==> src/rtl/uart_tx_arbiter_if.sv <==
// Bundle of the requester-side and serializer-side signals of the UART Tx arbiter.
// The arbiter uses the slave view; the requesters, serializer and benches use the master view.
interface uart_tx_arbiter_if #(
    parameter int N = 4
);
    localparam int IDX_W = $clog2(N);

    logic [N-1:0]     i_req;
    logic [8*N-1:0]   i_req_d;
    logic [N-1:0]     o_ack;
    logic [7:0]       o_tx_d;
    logic             o_tx_en;
    logic             i_tx_complete;
    logic [IDX_W-1:0] o_grant_idx;
    logic             o_busy;
    logic             o_timeout;

    modport slave (
        input  i_req, i_req_d, i_tx_complete,
        output o_ack, o_tx_d, o_tx_en, o_grant_idx, o_busy, o_timeout
    );

    modport master (
        output i_req, i_req_d, i_tx_complete,
        input  o_ack, o_tx_d, o_tx_en, o_grant_idx, o_busy, o_timeout
    );
endinterface

==> src/rtl/uart_tx_arbiter.sv <==
// Round-robin arbiter sharing one UART Tx serializer between N byte requesters:
// grant, one-cycle launch, wait for completion (with timeout), then an inter-frame gap.
module uart_tx_arbiter #(
    parameter int N          = 4,
    parameter int TIMEOUT    = 8192,
    parameter int GAP_CYCLES = 2
) (
    input  logic             clk,
    input  logic             rst_n,
    uart_tx_arbiter_if.slave bus
);

    localparam int IDX_W  = $clog2(N);
    localparam int WCNT_W = $clog2(TIMEOUT + 1);
    localparam int GCNT_W = $clog2(GAP_CYCLES + 1);

    localparam logic [WCNT_W-1:0] WAIT_LAST = WCNT_W'(TIMEOUT - 1);
    localparam logic [WCNT_W-1:0] WAIT_MAX  = WCNT_W'(TIMEOUT);
    localparam logic [GCNT_W-1:0] GAP_LAST  = GCNT_W'(GAP_CYCLES - 1);
    localparam logic [GCNT_W-1:0] GAP_MAX   = GCNT_W'(GAP_CYCLES);
    localparam logic [IDX_W:0]    N_WIDE    = (IDX_W + 1)'(N);

    typedef enum logic [1:0] {
        S_IDLE,
        S_LAUNCH,
        S_WAIT,
        S_GAP
    } state_t;

    state_t            state_q, state_d;
    logic [7:0]        tx_d_q, tx_d_d;
    logic [IDX_W-1:0]  grant_idx_q, grant_idx_d;
    logic [N-1:0]      ack_q, ack_d;
    logic              tx_en_q, tx_en_d;
    logic              busy_q, busy_d;
    logic              timeout_q, timeout_d;
    logic [WCNT_W-1:0] wait_cnt_q, wait_cnt_d;
    logic [GCNT_W-1:0] gap_cnt_q, gap_cnt_d;
    logic              cpl_prev_q, cpl_prev_d;

    logic              cpl_rise;
    logic              rr_found;
    logic [IDX_W-1:0]  rr_pick;
    logic [IDX_W:0]    rr_sum;
    logic [7:0]        req_byte [N];

    for (genvar g = 0; g < N; g++) begin : g_req_byte
        assign req_byte[g] = bus.i_req_d[8*g +: 8];
    end

    assign cpl_rise = bus.i_tx_complete & ~cpl_prev_q;

    // Search starts one past the last grant and wraps, so the last winner has lowest priority.
    always_comb begin
        rr_found = 1'b0;
        rr_pick  = '0;
        rr_sum   = '0;
        for (int i = 1; i <= N; i++) begin
            rr_sum = {1'b0, grant_idx_q} + (IDX_W + 1)'(i);
            if (rr_sum >= N_WIDE) begin
                rr_sum = rr_sum - N_WIDE;
            end
            if (!rr_found && bus.i_req[rr_sum[IDX_W-1:0]]) begin
                rr_found = 1'b1;
                rr_pick  = rr_sum[IDX_W-1:0];
            end
        end
    end

    always_comb begin
        state_d     = state_q;
        tx_d_d      = tx_d_q;
        grant_idx_d = grant_idx_q;
        ack_d       = '0;
        tx_en_d     = 1'b0;
        busy_d      = busy_q;
        timeout_d   = 1'b0;
        wait_cnt_d  = wait_cnt_q;
        gap_cnt_d   = gap_cnt_q;
        cpl_prev_d  = bus.i_tx_complete;

        case (state_q)
            S_IDLE: begin
                if (rr_found) begin
                    state_d     = S_LAUNCH;
                    tx_d_d      = req_byte[rr_pick];
                    grant_idx_d = rr_pick;
                    ack_d       = N'(1) << rr_pick;
                    tx_en_d     = 1'b1;
                    busy_d      = 1'b1;
                end
            end
            S_LAUNCH: begin
                state_d    = S_WAIT;
                wait_cnt_d = '0;
            end
            S_WAIT: begin
                wait_cnt_d = (wait_cnt_q == WAIT_MAX) ? wait_cnt_q : wait_cnt_q + 1'b1;
                // A completion arriving on the last allowed cycle beats the timeout.
                if (cpl_rise) begin
                    state_d   = S_GAP;
                    gap_cnt_d = '0;
                end else if (wait_cnt_q == WAIT_LAST) begin
                    state_d   = S_GAP;
                    gap_cnt_d = '0;
                    timeout_d = 1'b1;
                end
            end
            S_GAP: begin
                gap_cnt_d = (gap_cnt_q == GAP_MAX) ? gap_cnt_q : gap_cnt_q + 1'b1;
                if (gap_cnt_q == GAP_LAST) begin
                    state_d = S_IDLE;
                    busy_d  = 1'b0;
                end
            end
            default: begin
                state_d = S_IDLE;
                busy_d  = 1'b0;
            end
        endcase
    end

    always_ff @(posedge clk or negedge rst_n) begin
        if (!rst_n) begin
            state_q     <= S_IDLE;
            tx_d_q      <= '0;
            grant_idx_q <= IDX_W'(N - 1);
            ack_q       <= '0;
            tx_en_q     <= 1'b0;
            busy_q      <= 1'b0;
            timeout_q   <= 1'b0;
            wait_cnt_q  <= '0;
            gap_cnt_q   <= '0;
            cpl_prev_q  <= 1'b0;
        end else begin
            state_q     <= state_d;
            tx_d_q      <= tx_d_d;
            grant_idx_q <= grant_idx_d;
            ack_q       <= ack_d;
            tx_en_q     <= tx_en_d;
            busy_q      <= busy_d;
            timeout_q   <= timeout_d;
            wait_cnt_q  <= wait_cnt_d;
            gap_cnt_q   <= gap_cnt_d;
            cpl_prev_q  <= cpl_prev_d;
        end
    end

    assign bus.o_ack       = ack_q;
    assign bus.o_tx_d      = tx_d_q;
    assign bus.o_tx_en     = tx_en_q;
    assign bus.o_grant_idx = grant_idx_q;
    assign bus.o_busy      = busy_q;
    assign bus.o_timeout   = timeout_q;

endmodule

==> src/flat_wrapper.sv <==
// flat-port wrapper written by rule: the top's interface ports become plain ports
module uart_tx_arbiter_flat 
#(
    parameter int N          = 4,
    parameter int TIMEOUT    = 8192,
    parameter int GAP_CYCLES = 2
)
  (clk, rst_n, bus_i_req, bus_i_req_d, bus_i_tx_complete, bus_o_ack, bus_o_tx_d, bus_o_tx_en, bus_o_grant_idx, bus_o_busy, bus_o_timeout);
  uart_tx_arbiter_if #(.N(N)) bus_i ();
  input  logic clk;
  input  logic rst_n;
  input wire logic [$bits(bus_i.i_req)-1:0] bus_i_req;
  input wire logic [$bits(bus_i.i_req_d)-1:0] bus_i_req_d;
  input wire logic [$bits(bus_i.i_tx_complete)-1:0] bus_i_tx_complete;
  output wire logic [$bits(bus_i.o_ack)-1:0] bus_o_ack;
  output wire logic [$bits(bus_i.o_tx_d)-1:0] bus_o_tx_d;
  output wire logic [$bits(bus_i.o_tx_en)-1:0] bus_o_tx_en;
  output wire logic [$bits(bus_i.o_grant_idx)-1:0] bus_o_grant_idx;
  output wire logic [$bits(bus_i.o_busy)-1:0] bus_o_busy;
  output wire logic [$bits(bus_i.o_timeout)-1:0] bus_o_timeout;
  assign bus_i.i_req = bus_i_req;
  assign bus_i.i_req_d = bus_i_req_d;
  assign bus_i.i_tx_complete = bus_i_tx_complete;
  assign bus_o_ack = bus_i.o_ack;
  assign bus_o_tx_d = bus_i.o_tx_d;
  assign bus_o_tx_en = bus_i.o_tx_en;
  assign bus_o_grant_idx = bus_i.o_grant_idx;
  assign bus_o_busy = bus_i.o_busy;
  assign bus_o_timeout = bus_i.o_timeout;
  uart_tx_arbiter #(.N(N), .TIMEOUT(TIMEOUT), .GAP_CYCLES(GAP_CYCLES)) u_core (.clk(clk), .rst_n(rst_n), .bus(bus_i));
endmodule
==> config.mk <==
export PLATFORM = sky130hd
export DESIGN_NAME = uart_tx_arbiter_flat
export DESIGN_NICKNAME = d
export VERILOG_FILES = /design/src/rtl/uart_tx_arbiter_if.sv /design/src/rtl/uart_tx_arbiter.sv /design/src/flat_wrapper.sv
export SDC_FILE = /design/constraint.sdc
export NUM_CORES = 1
export LEC_CHECK = 0
export ABC_AREA = 0
export BUFFER_PORTS_ARGS = -buffer_cell sky130_fd_sc_hd__buf_2
export CAP_MARGIN = 20
export CORE_ASPECT_RATIO = 1.2
export CORE_MARGIN = 2
export CORE_UTILIZATION = 50
export DETAILED_ROUTE_END_ITERATION = 16
export PLACE_DENSITY_LB_ADDON = 0.3
export SLEW_MARGIN = 20
export SYNTH_ARGS = -nofsm -noshare
export SYNTH_HDL_FRONTEND = slang
export SYNTH_SLANG_ARGS = --single-unit
export TNS_END_PERCENT = 20
==> constraint.sdc <==
create_clock -name clk -period 5.1 [get_ports clk]
set_input_delay 0.255 -clock clk [delete_from_list [all_inputs] [get_ports clk]]
set_output_delay 0.255 -clock clk [all_outputs]
set_load 0.02 [all_outputs]
======== Yosys cells after proc, flatten, opt, wreduce, memory -nomap -nowiden ========
Index checks and enable logic that the tools add are counted.
word-level totals
  bits of input ports ..................... 39
  output and inout bits ................... 17
  logic and storage cells ................. 104
  register bits ........................... 36
cells by class
  add/subtract/negate cells ............... 10
  multiplexer cells ....................... 44
  shifts and indexed selects .............. 1
  reductions and logical operators ........ 15
  equal/unequal tests ..................... 12
  bitwise gates (word level) .............. 3
  order comparisons ....................... 9
operators with widths
  kind                   number
  $mux 2                 15
  $pmux 14 s2            1
  $bmux 8 s2             1
  $mux 8                 2
  $ge 3x3->1 const B     5
  $mux 1                 15
  $add 14x1->14 const B  1
  $eq 14x13->1 const B   1
  $eq 14x14->1 const B   1
  $mux 14                1
  $lt 2x3->1 const B     4
  $reduce_and 3->1       3
  $bmux 1 s2             4
  $mux 4                 2
  $pmux 2 s4             1
  $sub 2x1->2 const B    4
  $add 2x2->3 const B    2
  $eq 2x2->1 const B     3
  $reduce_bool 2->1      3
  $eq 2x1->1 const B     2
  $ne 2x1->1 const B     2
  $ne 2x2->1 const B     2
  $pmux 2 s2             1
  $reduce_and 2->1       2
  12 further kinds       16

======== Logic depth before layout (Yosys ltp) ========
  depth in word-level cells ............... 19
  gate-level depth with buffers ........... 8

======== Least setup slack after synthesis ========
OpenSTA, ideal clock, no wires.
  kind .................................... reg-to-reg
  start ................................... register u_core.wait_cnt_q[10]
  end ..................................... register u_core.wait_cnt_q[6]
  stages on the path, launching flop included .. 7
  path slack .............................. 3308 ps
  library setup time ...................... 95 ps
  required time ........................... 5005 ps
  data arrival time ....................... 1697 ps
  path buffers ............................ 1
  cell sequence ........................... dfrtp_1 > or4_1 > o41ai_2 > buf_4 > and2_4 > o21ai_1 > o31ai_1
on the way
  longest elaborated chain between the ends .. 3
ends and longest elaborated chain
  item                               RTL line                source
  from (decl)                        uart_tx_arbiter.sv:37   logic [WCNT_W-1:0] wait_cnt_q, wait_cnt_d;
  from (signal assigned)             uart_tx_arbiter.sv:143  wait_cnt_q <= wait_cnt_d;
  $eq 14x14->1                       uart_tx_arbiter.sv:98   wait_cnt_d = (wait_cnt_q == WAIT_MAX) ? wait_cnt_q : wait_cnt_q + 1'b1;
  $ne 2x2->1 (no source line)        -
  $reduce_and 2->1 (no source line)  -
Every way passes these cells.
A chain may end at the register's enable or synchronous reset.

======== Worst setup path after layout ========
  start ................................... register u_core.wait_cnt_q[9]
  end ..................................... register u_core.wait_cnt_q[6]
The elaborated chain is that of the path after synthesis.

==> flow_summary.ini <==
[die]
core-area_sq_mm = 0.00369
fp.dieW_microns = 61.2
initial_core_util = 0.532
rows = 24
io_pins = 56
fp.dieH_microns = 72.7
dieArea_sq_mm = 0.00445

[cts]
clock_sinks = 36
clk-insertion-delay-late_ns = 0.29
cts_max_path_buffers = 2
cts_root_buf = clkbuf_8
h-tree-depth = 2
cts_resized = 0
cts_tree = built
cts_hold_buf = 0
clk_pin_slew_ns = 0.07
cts_setup_buffers = 0
numCtsBuffers = 5

[min_path]
hold_class = in2async

[synthesis]
synth_xor_area_frac = 0.0268
synth_warnings = 0
synth_area_sq_mm = 0.00196
syn_inst = 197
ys_ff_latch = 36
avgSynthCellArea_sq_um = 9.97
yosys.cell_types.count = 42
synth_top_family_by_area = simple AND/OR/NAND/NOR gates
synth-async-reset-ratio = 1.00
muxShareOfSynthArea = 0.0924
synth_nets = 245
ys_seq_area_frac = 0.460
synth_compound_area_frac = 0.132
yosys.area_share.adder = 0.0573
synth_edf_count = 0
yosys.area_share.simple = 0.190
synth_flop_cell = dfrtp_1

[critical_path]
slowest_stage = o41ai_2
cp_data_required_time_ns = 5.24
path_buf_inv = 0
cp_slowest_stage_delay_ns = 0.82
cp_max_fo = 11
cp_top_family = compound AO/OA/AOI/OAI gates
crit_chain = or4_1 > o41ai_2 > and2b_1 > o21ai_1 > o31ai_1
cp-end-kind = flip-flop
crit_path_start_kind = flip-flop
worstPathArrival_ns = 2.57
crit_type = reg2reg

[drt]
ant_nets = 0
wl_microns = 4100
routedWlPerCell_microns = 13.4
drt_iter0_drc = 72
via_count = 1638
firstDrtPassIters = 4
via_per_inst = 5.35
drc = 0

[placed_design]
numPortBuffers = 55
post-dp-hpwl_microns = 3130
placed_area_sq_mm = 0.00228
gp_congestion = 0.742

[power_and_ir_drop]
power.switching_uw = 499
combinationalPowerShare = 0.474
clkPwrFrac = 0.171
sw_frac_of_total = 0.409
powerDensity_mw_per_mm2 = 511
ir_drop_v = 0.000259
seq_power_share = 0.355
p_int_uw = 722
p_leak_uw = 0.00123

[global_routing]
grt_antenna_before_repair = 0
grt_pass1_wl_microns = 6880
grtUsageTotal = 0.207
grt_max_degree = 37
overflow = 0
grt_pass1_vias = 1559

[sta]
fin_skew_ns = 0.00350
hold_viol_final = 0
slew_headroom = 0.409
hold_slack_ns = 0.0425
fin_crit_sh = 0.476
fmax_ghz = 0.412
setup_tns_ns = 0
tightest_slew_ns = 0.877
slew_violations = 0
rsz0062_at_grt = false
period_minus_slack_ns = 2.43
setup_viol = 0

[cells_and_area]
fin_nets = 301
final_area_sq_mm = 0.00239
drive_above_1_share = 0.276
num_antenna_cells = 0
area_growth_pct = 21.6

[flow_run]
drv_cap = 0

[status]
status = complete, no violations
==> synthesized netlist by cell type (all sizes together) (2+ instances only) <==
cell type	n	area share
dfrtp	34	0.43
nand2	19	0.036
mux2i	17	0.087
nor2	15	0.029
o21ai	14	0.036
inv	13	0.025
nand2b	10	0.032
ha	9	0.057
o221ai	8	0.036
nand4	5	0.016
clkbuf	4	0.0076
nand3	4	0.010
xor2	4	0.018
and2	3	0.011
and3	3	0.0096
and4	3	0.013
buf	3	0.0089
o31ai	3	0.011
a21oi	2	0.0051
dfstp	2	0.027
nor2b	2	0.0064
o211ai	2	0.0076
xnor2	2	0.0089
==> per-layer routing <==
| metal | vias to the layer above | part of all wire | track usage |
|---|---|---|---|
| met5 | - | 0 | 0 |
| met4 | 0 | 0.025 | 0.0918 |
| met3 | 10 | 0.074 | 0.0550 |
| met2 | 57 | 0.47 | 0.344 |
| met1 | 760 | 0.43 | 0.247 |
| li1 | 811 | - | - |
==> through the flow <==
step	std cells	total power [uW]	setup slack, ns	utilization
after floorplan	197	859	3.31	-
after global placement	297	1000	2.70	0.619
after CTS	305	1230	2.64	0.644
after detailed placement	297	1020	2.63	0.619
after global routing	306	1330	2.51	0.647
final	306	1220	2.67	0.647
==> sequential cells by signal, summed over array words and instances, names as in the netlist <==
signal,flops
u_core.bus.o_tx_en,1
u_core.bus.o_tx_d,8
u_core.bus.o_ack,4
u_core.cpl_prev_q,1
u_core.wait_cnt_q,14
u_core.state_q,2
u_core.bus.o_busy,1
u_core.bus.o_timeout,1
u_core.gap_cnt_q,2
u_core.bus.o_grant_idx,2
==> power groups by stage <==
stage / logic, uW / clock network, uW / registers, uW
after detailed placement: 581 / 0 / 440
after CTS: 582 / 217 / 434
final: 579 / 209 / 434
after floorplan: 362 / 0 / 497
after global placement: 568 / 0 / 433
after global routing: 655 / 228 / 448
==> layout by cell type, fill, tap and decap left out, types with 2 or more instances in the layout <==
| cell type | instances |
|---|---|
| xnor2_1 | 2 |
| inv_1 | 13 |
| and3_1 | 3 |
| o31ai_1 | 3 |
| mux2i_1 | 17 |
| nor2b_1 | 2 |
| nand3_1 | 4 |
| dfstp_2 | 2 |
| and4_1 | 3 |
| dfrtp_1 | 34 |
| o21ai_0 | 9 |
| clkbuf_8 | 6 |
| clkinv_2 | 2 |
| nor2_1 | 15 |
| buf_2 | 55 |
| o221ai_1 | 8 |
| nand2_1 | 19 |
| o211ai_1 | 2 |
| nand4_1 | 5 |
| ha_1 | 9 |
| nand2b_1 | 10 |
| xor2_1 | 4 |
| a21oi_1 | 2 |
| o21ai_1 | 5 |
| and2_1 | 2 |
==> logic make-up after synthesis <==
kind of cell	Yosys count
multiplexers	18
adder cells (fa/ha/maj)	9
buffers and inverters	20
AND/OR/NAND/NOR	71
XOR/XNOR	6
flip-flops	36
AO/OA/AOI/OAI	37
==> cell type report <==
cell class / count / area (sq um)
fillers: 324 / 1310
multi-input cells: 141 / 992
flip-flops and latches: 36 / 903
repair buffers: 56 / 287
clock buffers: 6 / 82.6
well taps: 52 / 65.1
inverters: 13 / 48.8
clock inverters: 2 / 10.0
==> path summary, 6_finish.rpt <==
path / to / start / slack (ns) / cells after the start
max: u_core.wait_cnt_q[6] / u_core.wait_cnt_q[9] / 2.67 / 5
min: u_core.bus.o_tx_d[5] / rst_n / 0.04 / 1
max reg2reg: u_core.wait_cnt_q[6] / u_core.wait_cnt_q[9] / 2.67 / 5
min reg2reg: u_core.bus.o_tx_d[4] / u_core.bus.o_tx_d[4] / 0.49 / 2
max in group asynchronous: u_core.wait_cnt_q[3] / rst_n / 4.56 / 1
min in group clk: u_core.cpl_prev_q / bus_i_tx_complete / 0.08 / 1
==> worst register-to-register path, stage by stage (launching register included) <==
cell	delay, ns
dfrtp_1	0.44
or4_1	0.54
o41ai_2	0.83
and2b_1	0.26
o21ai_1	0.13
o31ai_1	0.09
Note: power is estimated with default switching activity, not from simulation.
